--- src/rtl/led_pattern_sequencer_if.sv ---
// Command handshake between a requester (button debouncer or host logic) and the LED sequencer.
// Each command carries a pattern mode and a step rate.
interface led_pattern_sequencer_if;
   logic       cmd_valid;
   logic       cmd_ready;
   logic [2:0] cmd_mode;
   logic [3:0] cmd_rate;

   modport master (output cmd_valid, output cmd_mode, output cmd_rate, input cmd_ready);
   modport slave  (input cmd_valid, input cmd_mode, input cmd_rate, output cmd_ready);
endinterface

--- src/rtl/led_pattern_sequencer.sv ---
// Steps the board LEDs through a selectable blink pattern, using one shared prescaler and a
// per-command rate divider. A newly accepted command preempts whatever pattern is running.
module led_pattern_sequencer #(
   parameter int unsigned CLK_HZ   = 50_000_000,
   parameter int unsigned TICK_HZ  = 10,
   parameter int unsigned NUM_LEDS = 4
) (
   input  logic                    clk,
   input  logic                    rst,
   led_pattern_sequencer_if.slave  cmd,
   output logic [NUM_LEDS-1:0]     o_leds,
   output logic                    o_step_pulse
);

   localparam int unsigned TICK_DIV = CLK_HZ / TICK_HZ;
   localparam int unsigned PRESC_W  = (TICK_DIV > 1) ? $clog2(TICK_DIV) : 1;
   localparam logic [PRESC_W-1:0]  PRESC_MAX = PRESC_W'(TICK_DIV - 1);
   // Repeating 01 and truncating leaves bit0=1, bit1=0, ... for any LED count.
   localparam logic [NUM_LEDS-1:0] ALT_INIT  = NUM_LEDS'({((NUM_LEDS + 1) / 2){2'b01}});

   typedef enum logic [1:0] {StIdle, StLoad, StRun} state_e;
   typedef enum logic [2:0] {
      ModeOff, ModeOn, ModeBlink, ModeChase, ModeBounce, ModeCount, ModeAlt, ModeRsvd
   } mode_e;

   state_e              r_state, w_state_next;
   mode_e               r_mode, w_mode_next;
   logic [3:0]          r_rate, w_rate_next;
   logic [3:0]          r_rate_cnt, w_rate_cnt_next;
   logic [PRESC_W-1:0]  r_presc, w_presc_next;
   logic                r_dir_down, w_dir_down_next;
   logic [NUM_LEDS-1:0] r_leds, w_leds_next;
   logic                r_step, w_step_next;
   logic                w_ready;
   logic                w_accept;

   function automatic logic [NUM_LEDS-1:0] init_pattern(input mode_e mode);
      logic [NUM_LEDS-1:0] p;
      p = '0;
      case (mode)
         ModeOn, ModeBlink:     p = '1;
         ModeChase, ModeBounce: p = NUM_LEDS'(1);
         ModeAlt:               p = ALT_INIT;
         default:               p = '0;
      endcase
      return p;
   endfunction

   assign w_ready       = (r_state != StLoad);
   assign w_accept      = cmd.cmd_valid & w_ready;
   assign cmd.cmd_ready = w_ready;
   assign o_leds        = r_leds;
   assign o_step_pulse  = r_step;

   always_ff @(posedge clk or posedge rst) begin
      if (rst) begin
         r_state    <= StIdle;
         r_mode     <= ModeOff;
         r_rate     <= '0;
         r_rate_cnt <= '0;
         r_presc    <= '0;
         r_dir_down <= 1'b0;
         r_leds     <= '0;
         r_step     <= 1'b0;
      end else begin
         r_state    <= w_state_next;
         r_mode     <= w_mode_next;
         r_rate     <= w_rate_next;
         r_rate_cnt <= w_rate_cnt_next;
         r_presc    <= w_presc_next;
         r_dir_down <= w_dir_down_next;
         r_leds     <= w_leds_next;
         r_step     <= w_step_next;
      end
   end

   always_comb begin
      w_state_next    = r_state;
      w_mode_next     = r_mode;
      w_rate_next     = r_rate;
      w_rate_cnt_next = r_rate_cnt;
      w_presc_next    = r_presc;
      w_dir_down_next = r_dir_down;
      w_leds_next     = r_leds;
      w_step_next     = 1'b0;

      unique case (r_state)
         StIdle: begin
            w_leds_next = '0;
            if (w_accept) begin
               w_mode_next  = mode_e'(cmd.cmd_mode);
               w_rate_next  = cmd.cmd_rate;
               w_state_next = StLoad;
            end
         end
         StLoad: begin
            w_presc_next    = '0;
            w_rate_cnt_next = '0;
            w_dir_down_next = 1'b0;
            if (r_mode == ModeOff || r_mode == ModeRsvd) begin
               w_state_next = StIdle;
               w_leds_next  = '0;
            end else begin
               w_state_next = StRun;
               w_leds_next  = init_pattern(r_mode);
            end
         end
         StRun: begin
            if (w_accept) begin
               // Preemption drops all timing progress and suppresses any coincident step.
               w_mode_next     = mode_e'(cmd.cmd_mode);
               w_rate_next     = cmd.cmd_rate;
               w_presc_next    = '0;
               w_rate_cnt_next = '0;
               w_state_next    = StLoad;
            end else if (r_presc != PRESC_MAX) begin
               w_presc_next = r_presc + PRESC_W'(1);
            end else begin
               w_presc_next = '0;
               if (r_rate_cnt != r_rate) begin
                  w_rate_cnt_next = r_rate_cnt + 4'd1;
               end else begin
                  w_rate_cnt_next = '0;
                  w_step_next     = 1'b1;
                  case (r_mode)
                     ModeBlink, ModeAlt: w_leds_next = ~r_leds;
                     ModeChase: w_leds_next = (r_leds << 1) | (r_leds >> (NUM_LEDS - 1));
                     ModeCount: w_leds_next = r_leds + NUM_LEDS'(1);
                     ModeBounce: begin
                        if (NUM_LEDS > 1) begin
                           if (!r_dir_down) begin
                              if (r_leds[NUM_LEDS-1]) begin
                                 w_dir_down_next = 1'b1;
                                 w_leds_next     = r_leds >> 1;
                              end else begin
                                 w_leds_next = r_leds << 1;
                              end
                           end else if (r_leds[0]) begin
                              w_dir_down_next = 1'b0;
                              w_leds_next     = r_leds << 1;
                           end else begin
                              w_leds_next = r_leds >> 1;
                           end
                        end
                     end
                     default: w_leds_next = r_leds;
                  endcase
               end
            end
         end
         default: w_state_next = StIdle;
      endcase
   end

endmodule

--- src/flat_wrapper.sv ---
// flat-port wrapper written by rule: the top's interface ports become plain ports
module led_pattern_sequencer_flat 
#(
   parameter int unsigned CLK_HZ   = 50_000_000,
   parameter int unsigned TICK_HZ  = 10,
   parameter int unsigned NUM_LEDS = 4
)
  (clk, rst, o_leds, o_step_pulse, cmd_cmd_valid, cmd_cmd_mode, cmd_cmd_rate, cmd_cmd_ready);
  led_pattern_sequencer_if cmd_i ();
  input  logic clk;
  input  logic rst;
  output logic [NUM_LEDS-1:0] o_leds;
  output logic o_step_pulse;
  input wire logic [$bits(cmd_i.cmd_valid)-1:0] cmd_cmd_valid;
  input wire logic [$bits(cmd_i.cmd_mode)-1:0] cmd_cmd_mode;
  input wire logic [$bits(cmd_i.cmd_rate)-1:0] cmd_cmd_rate;
  output wire logic [$bits(cmd_i.cmd_ready)-1:0] cmd_cmd_ready;
  assign cmd_i.cmd_valid = cmd_cmd_valid;
  assign cmd_i.cmd_mode = cmd_cmd_mode;
  assign cmd_i.cmd_rate = cmd_cmd_rate;
  assign cmd_cmd_ready = cmd_i.cmd_ready;
  led_pattern_sequencer #(.CLK_HZ(CLK_HZ), .TICK_HZ(TICK_HZ), .NUM_LEDS(NUM_LEDS)) u_core (.clk(clk), .rst(rst), .cmd(cmd_i), .o_leds(o_leds), .o_step_pulse(o_step_pulse));
endmodule
--- config.mk ---
export PLATFORM = sky130hd
export DESIGN_NAME = led_pattern_sequencer_flat
export DESIGN_NICKNAME = d
export VERILOG_FILES = /design/src/rtl/led_pattern_sequencer_if.sv /design/src/rtl/led_pattern_sequencer.sv /design/src/flat_wrapper.sv
export SDC_FILE = /design/constraint.sdc
export NUM_CORES = 1
export LEC_CHECK = 0
export BUFFER_PORTS_ARGS = -buffer_cell sky130_fd_sc_hd__buf_4
export CORE_ASPECT_RATIO = 1.25
export CORE_UTILIZATION = 55
export DETAILED_ROUTE_END_ITERATION = 10
export PLACE_DENSITY_LB_ADDON = 0.1
export SLEW_MARGIN = 10
export SYNTH_ARGS = -nofsm -noshare
export SYNTH_HDL_FRONTEND = slang
export SYNTH_SLANG_ARGS = --single-unit
--- constraint.sdc ---
create_clock -name clk -period 3.2 [get_ports clk]
set_clock_uncertainty 0.1 [all_clocks]
set_input_delay 0.48 -clock clk [delete_from_list [all_inputs] [get_ports clk]]
set_output_delay 0.48 -clock clk [all_outputs]
set_load 0.02 [all_outputs]
* Word-level counts from Yosys, hierarchy flattened
Index checks and enable logic that the tools add are counted. W data, S select, Z words.
Storage, ports and cells: bits in registers 42, input bits 10, word-level logic and storage cells 78
Operators by class: add/sub/neg operators 3, eq/ne operators 19, multiplexer cells 32, bitwise gates (word level) 3, reduce and logical (&&, ||, !) cells 13
Operators with widths (number):
- $mux W23 | 2
- $pmux W23 S2 | 1
- $mux W4 | 10
- $pmux W4 S3 | 2
- $add A23 B1 Y23 const B | 1
- $ne A23 B23 Y1 const B | 1
- $pmux W4 S4 | 1
- $eq A3 B3 Y1 const B | 4
- $mux W1 | 11
- $reduce_and A5 Y1 | 2
- $add A4 B1 Y4 const B | 2
- $pmux W4 S2 | 1
- $reduce_or A2 Y1 | 4
- $eq A3 B2 Y1 const B | 2
- $ne A2 B1 Y1 const B | 3
- $ne A2 B2 Y1 const B | 3
- $ne A5 B4 Y1 const B | 1
- $mux W2 | 2
- $ne A4 B4 Y1 | 1
- $not A4 Y4 | 1
- $or A4 B1 Y4 | 1
- $pmux W2 S2 | 1
- $reduce_and A2 Y1 | 2
- $eq A3 B1 Y1 const B | 1
- other kinds (10) | 10

* Depth between registers and ports, before layout
Gate-level depths: netlist of the first run.
word-level depth 7, mapped depth 9, gate-level depth less buffers 7

* Least setup slack after synthesis of the first run
Ideal clock, no wire load.
kind reg2reg, start reg u_core.r_state[1], end reg u_core.r_leds[0], in the netlist u_core.o_leds[0], setup time 0.125 ns, arrival 2.038 ns, data required time 2.975 ns, setup slack 0.937 ns, cell stages (with the launch flop) 10, buffers on the path 2, period minus slack after synthesis 2.263 ns, cells stage by stage dfrtp_1 inv_1 ha_1 clkbuf_1 nand2b_1 buf_2 o211ai_1 or3_1 o22ai_2 mux2_2
Between the ends: word-level cells in the longest chain between the ends 4, elaborated cells on any way between the ends 12, those cells by class eq/ne: 7; mux: 1; bitwise: 1; reduce/logical: 3
Ends and longest elaborated chain:
- start, declared | line led_pattern_sequencer.sv:26 | state_e r_state, w_state_next;
- start signal, assigned | line led_pattern_sequencer.sv:57 | r_state <= StIdle;
- start signal, assigned | line led_pattern_sequencer.sv:66 | r_state <= w_state_next;
- $ne A2 B1 Y1 | line led_pattern_sequencer.sv:49 | assign w_ready = (r_state != StLoad);
- $and A1 B1 Y1 | line led_pattern_sequencer.sv:50 | assign w_accept = cmd.cmd_valid & w_ready;
- $ne A2 B2 Y1 (no line)
- $reduce_and A5 Y1 (no line)
- end signal, assigned | line led_pattern_sequencer.sv:72 | r_leds <= w_leds_next;
- end, declared | line led_pattern_sequencer.sv:32 | logic [NUM_LEDS-1:0] r_leds, w_leds_next;
Parallel ways exist; a longest one is shown, timed or not. A chain may end at the register's enable or synchronous reset.

* Worst setup path after layout of the first run
Ends and elaborated chain as after synthesis.

==> qor.yml, run 1 <==
hold_removal_path_class: "input port to async pin"
setup-tns-final_ns: 0
start_util_pct: 58.3
detail-route-antenna-nets: 0
finalHoldViolCount: 0
timing.critical_path.arrival_ns: 2.44
overflow: 0
yosysSeqAreaShare_pct: 40.4
die_height_um: 78.9
io_pins: 16
timing.rr.start: "u_core.r_state[1]"
drtPass1Iterations: 4
cp_data_required_time_ns: 3.27
yosys_register_bits: 42
met2_length_um: 2820
r2r_cells: 8
run_status: "finished, final reports clean"
cp-start-kind: "register"
timing.final.crit_period_ns: 2.37
critPathMaxFanout: 10
first_iter_violations: 122
drt_wl_total_um: 5230
synth_warnings: 0
synthDominantAreaCellType: "sky130_fd_sc_hd__dfrtp_1"
buffer_depth_of_the_longest_clock_path: 2
clock_tree.htree_level_count: 2
worst-r2r-setup-slack_ns: 0.83
final_util_pct: 64.0
critical_path.cell_chain: "inv_1, ha_1, nand2b_1, buf_4, o211ai_1, or3_1, o22ai_2, mux2_2"
syn_to_final_growth_pct: 9.76
ctsRootBufferMaster: "sky130_fd_sc_hd__clkbuf_8"
met3WireLength_um: 106
route.top_layer_used: "met4"
grt_antenna_before_repair: 0
leakage_nw: 1.20
insertedDiodeCount: 0
tritoncts: "built"
max_slew.worst_pin.slew_ns: 0.622
mostFrequentLayoutCells: "42 x sky130_fd_sc_hd__dfrtp_1, 32 x sky130_fd_sc_hd__nor2_1, 20 x sky130_fd_sc_hd__buf_4"
finalWeightedCongestion: 0.845
async_reset_ff_share_pct: 100
vdd_drop_max_v: 0.000267
synthCells: 280
synth_fp_nets: 299
met1Wirelength_um: 2200
end_kind: "register"
synth_enable_flop_cells: 0
critical_path.reg2reg.endpoint: "u_core.o_leds[0]"
drcViolationCount: 0
cts-hold-fix-buffers: 0
final_slew_viol_count: 0
area_fraction_of_the_dominant_cell_type_after_synthesis_pct: 40.4
post_cts_buffers: 0
num_vias: 2017
layout.cells.most_common: "sky130_fd_sc_hd__dfrtp_1"
fin_nets: 308
synthTopCellsByArea: "sky130_fd_sc_hd__dfrtp_1 40%, sky130_fd_sc_hd__mux2_2 4.8%, sky130_fd_sc_hd__xor2_1 4.7%"
fillerInstances: 401
clk_pin_slew_worst_paths_ns: 0.08
placeableCoreArea_um2: 4460
port-buffer-count: 15
path_depth: 8
pin_count_of_the_biggest_net_entering_global_routing: 43
post_synth.cell_area_avg_um2: 9.29
fin_crit_sh_pct: 74.1
clock_sink_count: 42
grt_pass1_wl_um: 9130
holdWs_ns: 0.222
wire_per_inst_um: 15.0
maxClockFrequency_mhz: 422
dp_hpwl_um: 3710
rsz0062_at_grt: "false"
worst-setup-path-type: "register to register"
finalSetupViolations: 0
share_of_post_route_cells_with_drive_strength_above_1_pct: 15.5
netlist_area_um2: 2600
clk-insertion-delay-late_ns: 0.29
cpPeakStageDelay_ns: 0.44
grt_pass1_vias: 2072
vias_per_cell: 5.80
tritoncts.num_buffers: 5
cellPowerDensity_nw_per_um2: 669
critical_path.top_delay_family: "simple AND/OR/NAND/NOR gates"
max_cap_violations: 0
netlist-cell-type-count: 51
fp-row-count: 27
floorplan.die_area_um2: 5010
tot_gr_track_use_pct: 23.1
critical-path-slowest-cell: "sky130_fd_sc_hd__dfrtp_1"
critPathBufInv: 2
timing.max_slew.rel_slack_pct: 58.5
cts_resized: 0
ys_dominant_reg_cell: "sky130_fd_sc_hd__dfrtp_1"
die_w_um: 63.5
-- flip-flops by register name, summed over array words and instances (netlist names) --
register and cells:
u_core.o_leds 4, u_core.o_step_pulse 1, u_core.r_dir_down 1, u_core.r_mode 3
u_core.r_presc 23, u_core.r_rate 4, u_core.r_rate_cnt 4, u_core.r_state 2
-- where the power goes --
group	internal [W]	switching [W]
registers	0.000603	0.000183
logic	0.000319	0.000396
clock network	0.000233	0.000175
total	0.00115	0.000754
-- layer usage --
layer  global-route usage [%]  vias to the layer above
li1                         -                     1006
met1                     25.6                      975
met2                     43.6                       26
met3                     3.59                       10
met4                     8.86                        0
met5                        0                        -
-- logic make-up (layout without fill, tap and decap cells) --
logic type / Yosys count / after routing / synth area share [%]
compound gates: 46 / 46 / 12.2
xor+xnor: 25 / 25 / 8.42
flops: 42 / 42 / 40.4
fa+ha+maj: 9 / 9 / 4.33
simple gates: 110 / 110 / 22.7
buf+inv: 31 / 41 / 4.91
mux: 17 / 17 / 7.07
-- layout make-up --
type / instances / area [µm²] / area share, %
clock buffer: 6 / 72.6 / 2.54
clock inverter: 2 / 37.5 / 1.31
inverter: 13 / 48.8 / 1.71
multi-input combinational: 207 / 1420 / 49.8
sequential: 42 / 1050 / 36.8
tap: 58 / 72.6 / 2.54
timing repair buffer: 20 / 150 / 5.26
-- through the flow --
stage               std cells  total power, W  instance area, µm²  setup WS (ns)
CTS                       348         0.00193                2860          0.839
global route              348         0.00204                2860          0.694
detailed placement        340         0.00151                2750          0.876
finish                    348         0.00191                2860          0.828
global placement          340         0.00151                2750          0.878
floorplan                 280         0.00132                2600          0.937
-- synth_stat cells, types with 2 or more instances --
master and instances:
sky130_fd_sc_hd__nand2_1 19, sky130_fd_sc_hd__and3_1 4, sky130_fd_sc_hd__or2_1 2, sky130_fd_sc_hd__ha_1 9
sky130_fd_sc_hd__o211ai_1 2, sky130_fd_sc_hd__mux2_2 11, sky130_fd_sc_hd__o21ai_0 13, sky130_fd_sc_hd__xor2_1 14
sky130_fd_sc_hd__a211oi_1 5, sky130_fd_sc_hd__buf_2 3, sky130_fd_sc_hd__xnor2_1 11, sky130_fd_sc_hd__mux2i_1 6
sky130_fd_sc_hd__nor2_1 32, sky130_fd_sc_hd__clkbuf_1 13, sky130_fd_sc_hd__or3b_2 2, sky130_fd_sc_hd__nor3_1 4
sky130_fd_sc_hd__and4_1 5, sky130_fd_sc_hd__or3_1 4, sky130_fd_sc_hd__a21oi_1 9, sky130_fd_sc_hd__inv_1 13
sky130_fd_sc_hd__dfrtp_1 42, sky130_fd_sc_hd__nand2b_1 6, sky130_fd_sc_hd__a211o_1 2, sky130_fd_sc_hd__nand4_1 11
sky130_fd_sc_hd__o2bb2ai_1 3, sky130_fd_sc_hd__nand3_1 10
-- tightest hold or removal path, delay by kind of cell --
family                 cells  cell delay (ns)
buffers and inverters      3             0.59
-- worst max path at each step --
stage                                 start  slack [ns]          endpoint
after floorplan           u_core.r_state[1]        0.94  u_core.o_leds[0]
after global placement    u_core.r_state[0]        0.88  u_core.r_rate[0]
after detailed placement  u_core.r_state[1]        0.88  u_core.o_leds[0]
after CTS                 u_core.r_state[1]        0.84  u_core.o_leds[0]
after global routing      u_core.r_state[0]        0.69  u_core.r_rate[0]
final                     u_core.r_state[1]        0.83  u_core.o_leds[0]
Note: power is estimated with default switching activity, not from simulation.
==> run 2: changes to the inputs <==
--- a/config.mk
+++ b/config.mk
@@ -5,6 +5,7 @@
 export SDC_FILE = /design/constraint.sdc
 export NUM_CORES = 1
 export LEC_CHECK = 0
+export ABC_AREA = 1
 export BUFFER_PORTS_ARGS = -buffer_cell sky130_fd_sc_hd__buf_4
 export CORE_ASPECT_RATIO = 1.25
 export CORE_UTILIZATION = 55
==> constraint.sdc (replaced) <==
create_clock -name clk -period 2.31 [get_ports clk]
set_clock_uncertainty 0.1 [all_clocks]
set_input_delay 0.3465 -clock clk [delete_from_list [all_inputs] [get_ports clk]]
set_output_delay 0.3465 -clock clk [all_outputs]
set_load 0.02 [all_outputs]
==> run 2 against run 1 <==
Sequential share of layout area shrank 2.3 points. Die area increased by 5.0%. Via count is 16% higher. Combinational power up 100%. Critical path depth up 1. Count of clock-buffer cells in the layout is 1 lower. Critical endpoint is now u_core.r_presc[10]. Cell count is 32% higher. Sequential cell count unchanged. Worst hold slack lost 0.15 ns. Wire length rose by 2.8%. Non-clock buffer count decreased by 1.
==> qor.yml, run 2 <==
overflow: 0  # unchanged
most_numerous_cell_types_in_the_synthesized_netlist: "97 x sky130_fd_sc_hd__nand2_1, 54 x sky130_fd_sc_hd__nor2_1, 47 x sky130_fd_sc_hd__inv_1"
cp_data_required_time_ns: 2.44  # -0.83 ns
final_slew_viol_count: 0  # unchanged
tritoncts.num_buffers: 5  # unchanged
start_util_pct: 57.4  # -0.90 points
max_slew.worst_pin.slew_ns: 0.524  # -0.0984 ns
mostFrequentLayoutCells: "97 x sky130_fd_sc_hd__nand2_1, 54 x sky130_fd_sc_hd__nor2_1, 47 x sky130_fd_sc_hd__inv_1"
synth_warnings: 0  # unchanged
grt_pass1_vias: 2202  # +6.3%
netlist-cell-type-count: 32  # -37%
synthCells: 379  # +35%
vdd_drop_max_v: 0.000537  # +100%
seqPwrFrac_pct: 33.3  # -7.9 points
syn_to_final_growth_pct: 11.2
drcViolationCount: 0  # unchanged
maxClockFrequency_mhz: 511  # +21%
post_synth.cell_area_avg_um2: 7.22  # -22%
combinationalPowerShare_pct: 44.8  # +7.4 points
p_sw_share_pct: 43.6  # +4.1 points
buffer_depth_of_the_longest_clock_path: 2  # unchanged
largest-register: "u_core.r_presc"
synth_enable_flop_cells: 0  # unchanged
synthMostInstantiatedCell: "sky130_fd_sc_hd__nand2_1"
critPathMaxFanout: 7  # -3
clk_pin_slew_worst_paths_ns: 0.09  # about the same
num_vias: 2336  # +16%
met2_length_um: 2610  # -7.5%
cellPowerDensity_nw_per_um2: 1060  # +58%
met3WireLength_um: 133  # +25%
critical_path.reg2reg.endpoint: "u_core.r_presc[10]"
r2r_cells: 9  # +1
tritoncts: "built"
first_iter_violations: 147  # +20%
cp-start-kind: "register"
die_w_um: 65.1  # +2.5%
worst-setup-path-type: "register to register"
holdWs_ns: 0.0705  # -0.152 ns
finalHoldViolCount: 0  # unchanged
async_reset_ff_share_pct: 100  # unchanged
internal_power_w: 0.00181  # +57%
finalWeightedCongestion: 0.878  # +3.9%
detail-route-antenna-nets: 0  # unchanged
netlist_area_um2: 2740  # +5.2%
route.top_layer_used: "met4"
area_fraction_of_the_dominant_cell_type_after_synthesis_pct: 38.4  # -2.0 points
hold_removal_path_class: "input port to async pin"
clock_tree.htree_level_count: 2  # unchanged
worstSetupEndpoint: "u_core.r_presc[10]"
wire_per_inst_um: 11.7  # -22%
grt_pass1_wl_um: 9360  # +2.5%
fp-row-count: 28  # +3.7%
yosys_register_bits: 42  # unchanged
clk-insertion-delay-late_ns: 0.30  # about the same
timing.critical_path.arrival_ns: 2.08  # -0.36 ns
synthTopCellsByArea: "sky130_fd_sc_hd__dfrtp_1 38%, sky130_fd_sc_hd__nand2_1 13%, sky130_fd_sc_hd__nor2_1 7.4%"
insertedDiodeCount: 0  # unchanged
max_cap_violations: 0  # unchanged
io_pins: 16  # unchanged
leakage_nw: 1.50  # +25%
origin_of_the_worst_setup_path: "u_core.r_state[0]"
cts_resized: 0  # unchanged
end_kind: "register"
worst-r2r-setup-slack_ns: 0.35  # -0.47 ns
clkPwrFrac_pct: 21.9  # +0.5 points
die_height_um: 80.9  # +2.5%
fin_crit_sh_pct: 84.6  # +11 points
ctsRootBufferMaster: "sky130_fd_sc_hd__clkbuf_8"
timing.final.crit_period_ns: 1.96  # -0.417 ns
drt_wl_total_um: 5370  # +2.8%
layout.cells.most_common: "sky130_fd_sc_hd__nand2_1"
clock_sink_count: 42  # unchanged
floorplan.die_area_um2: 5260  # +5.0%
met1Wirelength_um: 2480  # +13%
timing.rr.start: "u_core.r_state[0]"
fin_nets: 416  # +35%
tot_gr_track_use_pct: 23.0  # -0.087 points
pin_count_of_the_biggest_net_entering_global_routing: 43  # unchanged
switchingPower_w: 0.00140  # +86%
drtPass1Iterations: 4  # unchanged
finalSetupViolations: 0  # unchanged
grt_antenna_before_repair: 0  # unchanged
final_util_pct: 63.8  # -0.19 points
largest_reg_flops: 23  # unchanged
synth_fp_nets: 398  # +33%
timing.max_slew.rel_slack_pct: 65.1  # +6.6 points
post_cts_buffers: 0  # unchanged
setup-tns-final_ns: 0  # unchanged
yosysSeqAreaShare_pct: 38.4  # -2.0 points
ys_dominant_reg_cell: "sky130_fd_sc_hd__dfrtp_1"
vias_per_cell: 5.10  # -12%
rsz0062_at_grt: "false"
placeableCoreArea_um2: 4760  # +6.8%
synthDominantAreaCellType: "sky130_fd_sc_hd__dfrtp_1"
share_of_post_route_cells_with_drive_strength_above_1_pct: 14.8  # -0.69 points
port-buffer-count: 15  # unchanged
run_status: "finished, final reports clean"
dp_hpwl_um: 3990  # +7.3%
cts-hold-fix-buffers: 0  # unchanged
==> run 2: routing by layer <==
layer | track usage [%] | up-vias
met5 | 0 | -
met4 | 11.5 | 0
met3 | 3.37 | 14
met2 | 39.6 | 35
met1 | 28.1 | 1058
li1 | - | 1229
==> run 2: area by class of cell <==
type                       count  area [µm²]
timing repair buffer          19         143
tap                           60        75.1
multi-input combinational    279        1450
inverter                      50         189
clock inverter                 3        68.8
clock buffer                   5        68.8
fill                         465        1720
sequential                    42        1050
==> run 2: cells by family (layout without fill, tap and decap cells) <==
logic type / count (synthesis) / after routing / share of synthesized area [%]
simple gates: 220 / 220 / 36.5
buf+inv: 58 / 77 / 8.73
flops: 42 / 42 / 38.4
compound gates: 34 / 34 / 6.77
xor+xnor: 12 / 12 / 3.84
fa+ha+maj: 9 / 9 / 4.12
mux: 4 / 4 / 1.65
==> run 2: worst min-delay path by stage <==
| stage | from | to | slack, ns | cells past startpoint |
|---|---|---|---|---|
| 6_report | rst | u_core.r_rate_cnt[0] | 0.07 | 3 |
| 5_1_grt | rst | u_core.r_rate_cnt[0] | 0.12 | 3 |
| 4_1_cts | rst | u_core.r_rate_cnt[0] | 0.09 | 3 |
| 3_5_place_dp | rst | u_core.r_presc[21] | 0.42 | 3 |
| 3_3_place_gp | u_core.r_presc[21] | u_core.r_presc[21] | 0.40 | 2 |
| 2_1_floorplan | u_core.r_presc[21] | u_core.r_presc[21] | 0.38 | 2 |
==> run 2: per-stage QoR <==
step                      setup slack [ns]  instance area, µm²  std cells  total power, W
after floorplan                      0.469                2740        379         0.00221
after global placement               0.402                2900        450         0.00253
after detailed placement             0.369                2900        450         0.00254
after CTS                            0.320                3040        458         0.00325
after global routing                 0.126                3040        458         0.00349
final                                0.355                3040        458         0.00321
==> run 2: power groups by stage <==
stage	logic (W)	clock network, W	registers [W]
finish	0.00144	0.000704	0.00107
global route	0.00164	0.000745	0.00110
CTS	0.00146	0.000719	0.00107
detailed placement	0.00145	0	0.00109
global placement	0.00145	0	0.00108
floorplan	0.00117	0	0.00104
==> run 2: critical path, cell delays in order (launching register included) <==
cell,delay [ns]
sky130_fd_sc_hd__dfrtp_1,0.42
sky130_fd_sc_hd__inv_1,0.08
sky130_fd_sc_hd__ha_1,0.41
sky130_fd_sc_hd__inv_2,0.11
sky130_fd_sc_hd__nor2_1,0.16
sky130_fd_sc_hd__nand2_1,0.11
sky130_fd_sc_hd__nor2_1,0.17
sky130_fd_sc_hd__nand2_1,0.08
sky130_fd_sc_hd__xor2_1,0.14
sky130_fd_sc_hd__nor2_1,0.10
